===== config.mk =====
export PLATFORM = sky130hd
export DESIGN_NAME = clk_div_gen
export DESIGN_NICKNAME = d
export VERILOG_FILES = /design/src/rtl/clk_div_pkg.sv /design/src/rtl/clk_div_ch.sv /design/src/rtl/clk_div_gen.sv
export SDC_FILE = /design/constraint.sdc
export NUM_CORES = 1
export LEC_CHECK = 0
export CAP_MARGIN = 5
export CORE_ASPECT_RATIO = 1.75
export CORE_MARGIN = 5
export CORE_UTILIZATION = 54
export CTS_BUF_LIST = sky130_fd_sc_hd__clkbuf_16
export CTS_CLUSTER_SIZE = 30
export DETAILED_ROUTE_END_ITERATION = 8
export PLACE_DENSITY = 0.76
export SLEW_MARGIN = 10
export SYNTH_ARGS = -nofsm -noshare
export SYNTH_HDL_FRONTEND = slang
export SYNTH_SLANG_ARGS = --single-unit

===== constraint.sdc =====
create_clock -name in_clk -period 2.5 [get_ports in_clk]
set_input_delay 0.375 -clock in_clk [delete_from_list [all_inputs] [get_ports in_clk]]
set_output_delay 0.375 -clock in_clk [all_outputs]
set_load 0.02 [all_outputs]

===== src/rtl/clk_div_pkg.sv =====
// Shared width constants and ratio helpers for the clock-enable generator.
// Latency: n/a (types and pure functions only).
// Backpressure: n/a.
package clk_div_pkg;

    // Ratio width used when the top is left at its default.
    localparam int DIV_W_DEF = 8;

    // Widest ratio the helpers accept; channel widths must not exceed this.
    localparam int DIV_MAX_W = 16;

    typedef logic [DIV_MAX_W-1:0] div_t;
    typedef logic [DIV_MAX_W:0]   half_t;

    // ceil(d/2), computed one bit wider so d = all-ones cannot overflow.
    function automatic half_t half_up(input div_t d);
        return (half_t'(d) + half_t'(1)) >> 1;
    endfunction

    // A ratio of zero is meaningless; run it as divide-by-one.
    function automatic div_t sanitize(input div_t d);
        return (d == '0) ? div_t'(1) : d;
    endfunction

endpackage


===== src/rtl/clk_div_ch.sv =====
// One divider channel: phase counter, active/pending ratio, registered strobe and square wave.
// Latency: outputs are registered, one cycle after the edge that computes them.
// Backpressure: none; en freezes the phase, sync forces phase 0, writes are queued until the period boundary.
module clk_div_ch
    import clk_div_pkg::*;
#(
    parameter int DIV_W   = DIV_W_DEF,
    parameter int DEF_DIV = 4
) (
    input  logic             in_clk,
    input  logic             rst,
    input  logic             en,
    input  logic             sync,
    input  logic             cfg_we,
    input  logic [DIV_W-1:0] cfg_div,
    output logic             cfg_pend,
    output logic             ce_out,
    output logic             div_out
);

    localparam logic [DIV_W-1:0] ONE     = DIV_W'(1);
    localparam logic [DIV_W-1:0] DEF_VAL = DIV_W'(DEF_DIV);

    logic [DIV_W-1:0] cnt_q, cnt_d;
    logic [DIV_W-1:0] act_q, act_d;
    logic [DIV_W-1:0] pnd_q, pnd_d;
    logic             pflag_q, pflag_d;
    logic             ce_q, ce_d;
    logic             div_q, div_d;

    logic [DIV_W-1:0] new_div;
    half_t            half_w;
    logic             term;

    assign new_div = DIV_W'(sanitize(DIV_MAX_W'(cfg_div)));
    assign half_w  = half_up(DIV_MAX_W'(act_q));
    assign term    = (cnt_q == act_q - ONE);

    // Next-state: sync re-phases, enabled edges count, and ratio swaps only at a boundary.
    always_comb begin
        cnt_d   = cnt_q;
        act_d   = act_q;
        pnd_d   = pnd_q;
        pflag_d = pflag_q;
        ce_d    = 1'b0;
        div_d   = div_q;

        if (sync) begin
            cnt_d = '0;
            div_d = 1'b0;
            if (cfg_we) begin
                act_d   = new_div;
                pnd_d   = new_div;
                pflag_d = 1'b0;
            end else if (pflag_q) begin
                act_d   = pnd_q;
                pflag_d = 1'b0;
            end
        end else if (en) begin
            cnt_d = term ? '0 : cnt_q + ONE;
            ce_d  = term;
            div_d = (half_t'(cnt_q) < half_w);
            if (term) begin
                if (cfg_we) begin
                    act_d   = new_div;
                    pnd_d   = new_div;
                    pflag_d = 1'b0;
                end else if (pflag_q) begin
                    act_d   = pnd_q;
                    pflag_d = 1'b0;
                end
            end else if (cfg_we) begin
                pnd_d   = new_div;
                pflag_d = 1'b1;
            end
        end else if (cfg_we) begin
            pnd_d   = new_div;
            pflag_d = 1'b1;
        end
    end

    // State and output registers; reset wins over everything.
    always_ff @(posedge in_clk) begin
        if (rst) begin
            cnt_q   <= '0;
            act_q   <= DEF_VAL;
            pnd_q   <= DEF_VAL;
            pflag_q <= 1'b0;
            ce_q    <= 1'b0;
            div_q   <= 1'b0;
        end else begin
            cnt_q   <= cnt_d;
            act_q   <= act_d;
            pnd_q   <= pnd_d;
            pflag_q <= pflag_d;
            ce_q    <= ce_d;
            div_q   <= div_d;
        end
    end

    assign cfg_pend = pflag_q;
    assign ce_out   = ce_q;
    assign div_out  = div_q;

endmodule


===== src/rtl/clk_div_gen.sv =====
// Multi-channel programmable clock-enable generator (strobe + square wave per channel).
// Latency: all outputs registered; one cycle from the computing edge.
// Backpressure: none; en stalls all channels, sync re-phases all channels together.
module clk_div_gen
    import clk_div_pkg::*;
#(
    parameter int N_CH    = 2,
    parameter int DIV_W   = DIV_W_DEF,
    parameter int DEF_DIV = 4
) (
    input  logic             in_clk,
    input  logic             rst,
    input  logic             en,
    input  logic             sync,
    input  logic [N_CH-1:0]  cfg_we,
    input  logic [DIV_W-1:0] cfg_div,
    output logic [N_CH-1:0]  cfg_pend,
    output logic [N_CH-1:0]  ce_out,
    output logic [N_CH-1:0]  div_out
);

    for (genvar i = 0; i < N_CH; i++) begin : g_ch
        clk_div_ch #(
            .DIV_W   (DIV_W),
            .DEF_DIV (DEF_DIV)
        ) u_ch (
            .in_clk   (in_clk),
            .rst      (rst),
            .en       (en),
            .sync     (sync),
            .cfg_we   (cfg_we[i]),
            .cfg_div  (cfg_div),
            .cfg_pend (cfg_pend[i]),
            .ce_out   (ce_out[i]),
            .div_out  (div_out[i])
        );
    end

endmodule


==> impl_summary.md <==
Clock network
The H-tree depth is 2. Clock-pin slew was measured on the worst setup and hold paths at 0.07 ns. CTS saw 54 sinks.

After clock tree synthesis, the flow added hold-fix buffers numbering 0. TritonCTS built the clock tree. The clock buffer count from CTS is 5.

The clock passes through at most 2 buffers. The later pin in the worst-skew pair is clocked with a latency of 0.30 ns. The CTS root buffer is clkbuf_16.

Global routing
The via count of the first global-routing pass is 2792. The aggregate global routing overflow is 0. The first global-routing pass estimated 12700 µm of wire. The overall routing resource usage is 0.205. Entering global routing, the biggest net connects 33 pins. The number of antenna violations at the first check in global routing is 0.

Timing
Across all setup checks in the final design, the least slack found is 0.0348 ns. Hold timing on the final database bottoms out at a slack of around 0.51 ns. On the final layout, the worst clock skew is between 0.007 and 0.008 ns. The relative slew slack is 0.612. Setup violations remaining at the end of the flow were counted as 0. The final period utilization is 0.986. Derived from the worst setup path, the maximum achievable clock frequency is 0.406 GHz. The measured slew at the worst slew-check pin is about 0.58 ns.

The worst path in the final design needs a cycle of around 2.5 ns, including I/O delays and setup. The max-slew violation count is 0. Setup total negative slack on the finished layout was measured at 0 ns. The number of endpoints with negative hold slack in the final report is 0.

Routing
The number of DRC markers in iteration 0 is 150. The iteration count of the initial detailed-routing pass is 4. The count of antenna-violating nets left after detailed routing is 0.

The total wirelength of the detailed-routed design is roughly 7900 µm. The average wire length per cell after detail routing is 16.5 µm. The total DRC errors in the routed layout is 0. The routed layout has approximately 2800 vias. Using the TritonRoute via totals, the vias-per-cell ratio works out to ~5.8.

Setup path
The kind of start point of the critical path is a flop. The source of the critical timing path is g_ch[1].u_ch.act_q[0]$_SDFFE_PP0P_. The startpoint-to-endpoint class of the critical path is flop to flop. In this run the number of cells on the critical path is 9. The worst register-to-register path begins at g_ch[1].u_ch.act_q[0]$_SDFFE_PP0P_.

The worst setup path is captured at a flop. The reg2reg setup slack is approximately 0.035 ns. The reg-to-reg endpoint is g_ch[1].u_ch.act_q[4]$_SDFFE_PP0P_.

The data required time of the critical path is 2.70 ns. The combined buffer and inverter count along the critical path is 2. The critical path ends at g_ch[1].u_ch.act_q[4]$_SDFFE_PP0P_. Measured in cells, the most critical reg-to-reg path has a length of 9. Traced cell by cell, the critical path runs through inv_2, ha_4, xnor2_1, a311o_2, a2111oi_4, o211ai_2, a21oi_4, buf_12, mux2_2. The cell family contributing the most delay on the critical path is compound AO/OA/AOI/OAI gates. The cell at the slowest stage of the critical path is a311o_2.

The highest cell delay on the worst timing path is 0.38 ns. The arrival time at the worst endpoint is roughly 2.7 ns. The maximum fanout along the worst path is 8.

Place
The instance area at placement is roughly 3600 µm². Once detailed placement completed, the half-perimeter wirelength came to roughly 6100 µm. The placer congestion estimate is 0.906. The number of input and output port buffers inserted is 19. OpenSTA, run right after detailed placement, puts the worst setup slack at -0.00663 ns.

Logic synthesis
The gate count of the mapped netlist is about 370. For this run, asynchronously set or reset flops after synthesis account for 0. The top-area cell type share of the netlist area is 0.324. The synthesized netlist net count is 405.

Yosys mapped a number of flops with a built-in enable equal to 0. The post-synthesis average cell area is ~9.0 µm². After synthesis the netlist holds a flip-flop and latch count of 54. The cell area that synthesis handed to floorplanning was roughly 3300 µm². The sequential-to-total area share from yosys stat is 0.324. By area the synthesized netlist is led by dfxtp_1, ha_1, nor2_1, mux2_2, xnor2_1. The count of warnings emitted by yosys is 0.

The most used flip-flop cell after synthesis is dfxtp_1. The distinct cell type count of the synthesized netlist is 52. The cell taking the most area after synthesis is dfxtp_1.

Floorplan
For this configuration, the core starts out at a cell density of 0.548. The floorplan has 38 rows. The die extent in x is between 60 and 70 µm. The count of pins on the block boundary is 20. The placeable core area is 6090 µm². The total die area is roughly 8000 µm². The overall die height is 114 µm.

Pwr
The total net switching power is about 0.53 mW. Across the VDD grid, the largest voltage drop is 0.355 mV. The power after layout is ~2 mW. Summed over all cells, the static leakage comes to between 1 and 1.5 nW. The internal power consumption is around 1.4 mW. For this design the ratio of total power to cell area is 509 nW/µm².

The share of total power dissipated in sequential elements is 0.470. The share of total power dissipated in the clock network is 0.360. Of the total power, combinational logic draws 0.170. The switching portion of total power is 0.270.

Final layout
Leaving out fill and tap cells, the most frequent cell in the layout is dfxtp_1. The top cell types in the final layout, fill and taps aside, are dfxtp_1, nor2_1, buf_4. Counting the fill cells in the layout gives between 500 and 600. For this run, the post-layout net count is 434. In the final layout, flip-flops and latches occupy between 1000 and 1500 µm².

The area occupied by multi-input gates is between 2000 and 2500 µm². The fraction of layout cells with a size suffix above 1 is 0.195. The antenna diode count is 0. The area added between synthesis and finish is 15.6%.

After routing the design area is 3850 µm².

Worst hold path
In this run the worst hold path is classified as flop to flop.

Status
The run finished with clean final reports.

Flow run
The count of maximum capacitance violations is 0.
-- power by group through the flow --
stage | registers, mW | clock network [mW] | logic [mW]
2_1_floorplan | 0.934 | 0 | 0.225
3_3_place_gp | 0.939 | 0 | 0.303
3_5_place_dp | 0.942 | 0 | 0.310
4_1_cts | 0.921 | 0.718 | 0.317
5_1_grt | 0.927 | 0.754 | 0.363
6_report | 0.922 | 0.707 | 0.334
-- synthesized netlist by cell type (9+ instances only) --
library cell  number
o21ai_0            9
nor2_1            50
dfxtp_1           54
nor2b_1           15
xor2_1            14
mux2_2            16
ha_1              20
clkbuf_1          13
nand2_1           15
xnor2_1           20
mux2i_1           12
nand3_1           23
a21oi_1           14
-- stage by stage --
| stage | util | std cells |
|---|---|---|
| after floorplan | - | 371 |
| after global placement | 0.596 | 471 |
| after detailed placement | 0.596 | 471 |
| after CTS | 0.623 | 480 |
| after global routing | 0.633 | 481 |
| final | 0.633 | 481 |
-- final cells by class --
cell class / count / area share
Multi-Input combinational cell: 281 / 0.531
Sequential cell: 54 / 0.281
Timing Repair Buffer: 50 / 0.116
Clock buffer: 5 / 0.0325
Tap cell: 80 / 0.0260
Inverter: 8 / 0.00779
Clock inverter: 3 / 0.00519
-- layer usage --
| layer | global-route usage | part of all wire | vias to the layer above |
|---|---|---|---|
| met5 | 0 | 0 | - |
| met4 | 0.153 | 0.053 | 0 |
| met3 | 0.0379 | 0.048 | 31 |
| met2 | 0.390 | 0.55 | 89 |
| met1 | 0.189 | 0.35 | 1290 |
| li1 | - | - | 1357 |
-- tightest hold or removal path: stages (launching register included) --
cell and delay (ns):
dfxtp_1 0.30, mux2i_1 0.06, nor2_1 0.10
-- what timing repair did --
item                                    in CTS  in global routing
gates cloned                                 0                  0
pin swaps                                    2                  3
setup buffers                                1                  1
resized for setup                            0                 12
endpoints found under the setup margin      12                 20
-- state kept, by name, summed over array words and instances, names as in the netlist --
signal and flops:
g_ch.u_ch.act_q 16, g_ch.u_ch.cnt_q 16, g_ch.u_ch.pnd_q 16, g_ch.u_ch.ce_out 2, g_ch.u_ch.cfg_pend 2, g_ch.u_ch.div_out 2
-- worst min path at each step --
stage,start,to,slack (ns),cells past startpoint
6_report,g_ch[0].u_ch.pnd_q[7]$_SDFFE_PP0P_,g_ch[0].u_ch.pnd_q[7]$_SDFFE_PP0P_,0.51,2
5_1_grt,g_ch[0].u_ch.pnd_q[3]$_SDFFE_PP0P_,g_ch[0].u_ch.pnd_q[3]$_SDFFE_PP0P_,0.53,2
4_1_cts,g_ch[0].u_ch.pnd_q[7]$_SDFFE_PP0P_,g_ch[0].u_ch.pnd_q[7]$_SDFFE_PP0P_,0.51,2
3_5_place_dp,g_ch[0].u_ch.pnd_q[7]$_SDFFE_PP0P_,g_ch[0].u_ch.pnd_q[7]$_SDFFE_PP0P_,0.50,2
3_3_place_gp,g_ch[0].u_ch.pnd_q[3]$_SDFFE_PP0P_,g_ch[0].u_ch.pnd_q[3]$_SDFFE_PP0P_,0.49,2
2_1_floorplan,g_ch[0].u_ch.pnd_q[1]$_SDFFE_PP0P_,g_ch[0].u_ch.pnd_q[1]$_SDFFE_PP0P_,0.47,2
-- kinds of logic after synthesis --
group                      after synthesis  share of synthesized area
xor gates and xnor gates                35                     0.0961
DFF                                     54                      0.324
adders and majority gates               20                     0.0751
buffers and inverters                   36                     0.0728
and+or+nand+nor                        150                      0.233
muxes                                   28                     0.0901
AOI/OAI and AO/OA                       48                      0.109
Power figures use the tool's default switching activity.
==> patch 1 (same settings) <==
The package constant `DIV_MAX_W` goes from 16 to 24.
--- a/src/rtl/clk_div_pkg.sv
+++ b/src/rtl/clk_div_pkg.sv
@@ -7,7 +7,7 @@
     localparam int DIV_W_DEF = 8;
 
     // Widest ratio the helpers accept; channel widths must not exceed this.
-    localparam int DIV_MAX_W = 16;
+    localparam int DIV_MAX_W = 24;
 
     typedef logic [DIV_MAX_W-1:0] div_t;
     typedef logic [DIV_MAX_W:0]   half_t;
Check against the original RTL: equivalent (Yosys induction, for registers that start in step).
==> patch 1 against the unedited design <==
  * Synthesized area is 1.5% lower
  * Maximum frequency is 4.6% higher
  * Setup slack better by 0.11 ns
  * Power up 4.1%
  * Routed wire length fell by 8.4%
  * Clock power up 14%
  * Sequential cell count stayed put
  * Cell area shrank 3.0%
==> patch 1: results <==
set metrics [dict create \
    via_per_inst 5.705 \
    rrSetupSlack_ns 0.14 \
    grt_usage_pct 20.68 \
    power_switching_uw 514.3 \
    cp_slowest_cell "or4_4" \
    grt_use_met1_pct 22.00 \
    muxShareOfSynthArea_pct 10.36 \
    yosysTopAreaCell "dfxtp_1" \
    syn-num-nets 406 \
    grt_pass1_wl_um 12410 \
    grtUsageMet2_pct 35.59 \
    dr_wl_met3_um 198 \
    power.leakage_uw 0.001518 \
    grt_pass1_vias 2695 \
    synth_compound_area_share_pct 10.93 \
    post_dp_cell_area_sq_um 3543 \
    first_iter_violations 199 \
    drtPass1Iterations 5 \
    critPathMaxStageDelay_ns 0.56 \
    gp_congestion 0.8811 \
    dp_cells 455 \
    insertion_delay_ns 0.30 \
    nets 419 \
    finalClockSkew_ns 0.006380 \
    irDropWorstVdd_mv 0.4960 \
    cpLargestDelayFamily "simple AND/OR/NAND/NOR gates" \
    drive_above_1_share_pct 13.99 \
    ys_types 52 \
    grt_max_degree 34 \
    post-cts-setup-buffers 0 \
    avgSynthCellArea_sq_um 8.829 \
    htreeDepth 2 \
    ys_seq_area_share_pct 32.91 \
    hpwlAfterDp_um 5563 \
    yosys.area_share.adder_pct 7.619 \
    hold_end "g_ch[0].u_ch.pnd_q[7]$_SDFFE_PP0P_" \
    gr-usage-met3_pct 3.674 \
    run_status "finished clean" \
    vias 2647 \
    synthXorXnorAreaFrac_pct 10.55 \
    relSlewSlack_pct 55.20 \
    synth_common_cells "dfxtp_1 (54), nor2_1 (49), xnor2_1 (23), ha_1 (20), clkbuf_1 (19)" \
    cts_root_buffer "clkbuf_16" \
    wl_met2_um 3791 \
    totalWireLength_um 7247 \
    worst-r2r-cell-count 8 \
    wl_met1_um 2764 \
    critPathArrivalTime_ns 2.54 \
    cts_resized 0 \
    place_worst_setup_slack_ns 0.07016 \
    highest_layer "met4" \
    fin_hold_ws_ns 0.5110 \
    synth_area_leaders "dfxtp_1 (33%), ha_1 (7.6%), xnor2_1 (6.1%)" \
    synthArstFlopShare_pct 0 \
]
==> patch 1: cell count changes after synthesis, moves of 3 or more <==
cell / change
a21o_1: +6
nor3_1: +4
clkbuf_8: -4
or4_1: -4
mux2_4: +8
mux2_2: -8
clkbuf_1: +6
or3_1: +4
o21ai_0: -4
and2_1: +5
nand3_1: -6
a21oi_1: +3
nor4_1: -5
xnor2_1: +3
==> patch 1: worst max-delay path by stage <==
stage	slack, ns	depth (start not counted)	end
after floorplan	0.19	8	g_ch[1].u_ch.act_q[0]$_SDFFE_PP0P_
after global placement	0.15	7	g_ch[1].u_ch.act_q[3]$_SDFFE_PP0P_
after detailed placement	0.07	7	g_ch[1].u_ch.act_q[4]$_SDFFE_PP0P_
after CTS	0.06	7	g_ch[1].u_ch.act_q[4]$_SDFFE_PP0P_
after global routing	0.006	9	g_ch[0].u_ch.act_q[6]$_SDFFE_PP0P_
final	0.14	8	g_ch[1].u_ch.act_q[4]$_SDFFE_PP0P_
==> patch 1: power by group through the flow <==
| stage | logic [uW] | clock network [uW] | registers [uW] |
|---|---|---|---|
| after detailed placement | 302 | 0 | 947 |
| after global placement | 294 | 0 | 945 |
| after CTS | 304 | 822 | 926 |
| after global routing | 343 | 866 | 932 |
| final | 309 | 807 | 928 |
| after floorplan | 228 | 0 | 933 |
==> patch 1: layout make-up <==
type | instances | area (sq um)
well taps | 78 | 97.59
clock inverters | 3 | 48.80
fillers | 550 | 2186
repair buffers | 35 | 322.8
flip-flops and latches | 54 | 1084
multi-input cells | 281 | 2032
clock buffers | 5 | 125.1
inverters | 8 | 30.03
==> patch 1: worst reg2reg max path: cells and delay by family, from the launching register on <==
family	cells	cell delay [ns]
AND/OR/NAND/NOR	3	1.03
flip-flops	1	0.35
buffers and inverters	1	0.17
AO/OA/AOI/OAI	3	0.40
multiplexers	1	0.29
==> patch 2 (config.mk and constraints unchanged) <==
Without the edit above. Reset style: asynchronous (`rst`), changed in one clocked block.
--- a/src/rtl/clk_div_ch.sv
+++ b/src/rtl/clk_div_ch.sv
@@ -80,7 +80,7 @@
     end
 
     // State and output registers; reset wins over everything.
-    always_ff @(posedge in_clk) begin
+    always_ff @(posedge in_clk or posedge rst) begin
         if (rst) begin
             cnt_q   <= '0;
             act_q   <= DEF_VAL;
Function: differs if rst is asserted again (counterexample within 4 cycles, from zero or initial values and one cycle with rst high); with rst held inactive, the same outputs for 4 cycles.
==> patch 2 against the unedited design <==
  * Global-route usage down 0.20 points
  * Synthesized area up 5.2%
  * Setup slack improved by 0.18 ns
  * Routed wire length is 2.6% lower
  * Cell area increased by 2.0%
  * Sequential cell count is the same
  * Core utilization decreased by 2.3 points
  * Synthesized cell count is 5.7% lower
Power is not compared: it rests on default switching activity, and its combinational part moved more than twofold at a synthesized area within 25%.
==> patch 2: results <==
set metrics [dict create \
    run_status "finished clean" \
    r2r_end "g_ch[0].u_ch.act_q[4]$_DFFE_PP0P_" \
    post_dp_cell_area_sq_um 3779 \
    ys_types 51 \
    grt_max_degree 55 \
    vias 2631 \
    routedWlPerCell_um 17.28 \
    fillers 546 \
    worstHoldPathType "primary input to async pin" \
    gp_congestion 0.8934 \
    cp_slowest_cell "a2111oi_4" \
    critPathArrivalTime_ns 2.47 \
    ys_seq_area_share_pct 38.69 \
    relSlewSlack_pct 60.91 \
    hpwlAfterDp_um 5883 \
    finalClockSkew_ns 0.002686 \
    synth_common_cells "dfrtp_1 (50), nor2_1 (26), nand2_1 (21), ha_1 (20), xor2_1 (20)" \
    grt_pass1_wl_um 13100 \
    synthArstFlopShare_pct 100.0 \
    r2r-start "g_ch[0].u_ch.act_q[0]$_DFFE_PP0P_" \
    first_iter_violations 130 \
    synth_area_leaders "dfrtp_1 (36%), ha_1 (7.1%), xor2_1 (5.0%)" \
    post-cts-setup-buffers 0 \
    syn-num-nets 384 \
    grt_usage_pct 20.28 \
]
## patch 2: cell types whose count changed after synthesis, sizes merged, moves of 6 or more
cell / delta
nor2b: -12
xor2: +6
or4: -7
mux2i: -10
o21ai: +10
nand2: +6
dfrtp: +50
nand2b: +8
mux2: +14
nand3: -10
a211oi: +7
nor2: -24
dfxtp: -54
## patch 2: routing by layer
| layer | part of all wire, % | up-vias | GRT usage, % |
|---|---|---|---|
| li1 | - | 1267 | - |
| met1 | 37 | 1297 | 20.19 |
| met2 | 57 | 47 | 39.43 |
| met3 | 2.8 | 20 | 2.842 |
| met4 | 3.7 | 0 | 11.29 |
| met5 | 0 | - | 0 |
## patch 2: power breakdown
group	switching, uW	internal (uW)	total [uW]
Combinational	377	346	723
Clock	307	371	678
Sequential	132	974	1110
## patch 2: cell type report
type / instances / area [sq um] / area share (%)
Clock buffer: 5 / 125.1 / 3.182
Clock inverter: 3 / 21.27 / 0.5409
Inverter: 9 / 33.78 / 0.8591
Multi-Input combinational cell: 260 / 1986 / 50.49
Sequential cell: 54 / 1356 / 34.49
Tap cell: 82 / 102.6 / 2.609
Timing Repair Buffer: 33 / 307.8 / 7.827
## patch 2: through the flow
stage | instances | total power (uW) | setup WS (ns) | util (%) | hold slack [ns]
finish | 446 | 2508 | 0.2110 | 61.05 | 0.4389
floorplan | 350 | 1642 | 0.1099 | - | 0.4694
detailed placement | 438 | 1841 | 0.1711 | 58.66 | 0.4874
global placement | 438 | 1806 | 0.2288 | 58.66 | 0.4817
CTS | 446 | 2524 | 0.1654 | 60.94 | 0.4594
global route | 446 | 2668 | 0.01473 | 61.05 | 0.4802
## patch 2: worst min-delay path by stage
stage,end,cells past startpoint
global placement,g_ch[1].u_ch.pnd_q[6]$_DFFE_PP0P_,1
CTS,g_ch[1].u_ch.pnd_q[4]$_DFFE_PP0P_,3
finish,g_ch[1].u_ch.pnd_q[4]$_DFFE_PP0P_,3
detailed placement,g_ch[1].u_ch.pnd_q[6]$_DFFE_PP0P_,1
floorplan,g_ch[1].u_ch.pnd_q[1]$_DFFE_PP0P_,1
global route,g_ch[1].u_ch.pnd_q[4]$_DFFE_PP0P_,3
## patch 2: logic make-up after synthesis
logic type | share of synthesized area [%]
buf+inv | 4.889
simple gates | 16.06
compound gates | 13.17
fa+ha+maj | 7.138
mux | 11.06
xor+xnor | 8.994
flops | 38.69
## patch 2: tightest hold or removal path: stages
cell and delay (ns):
clkdlybuf4s50_1 0.41, inv_2 0.07, buf_12 0.26
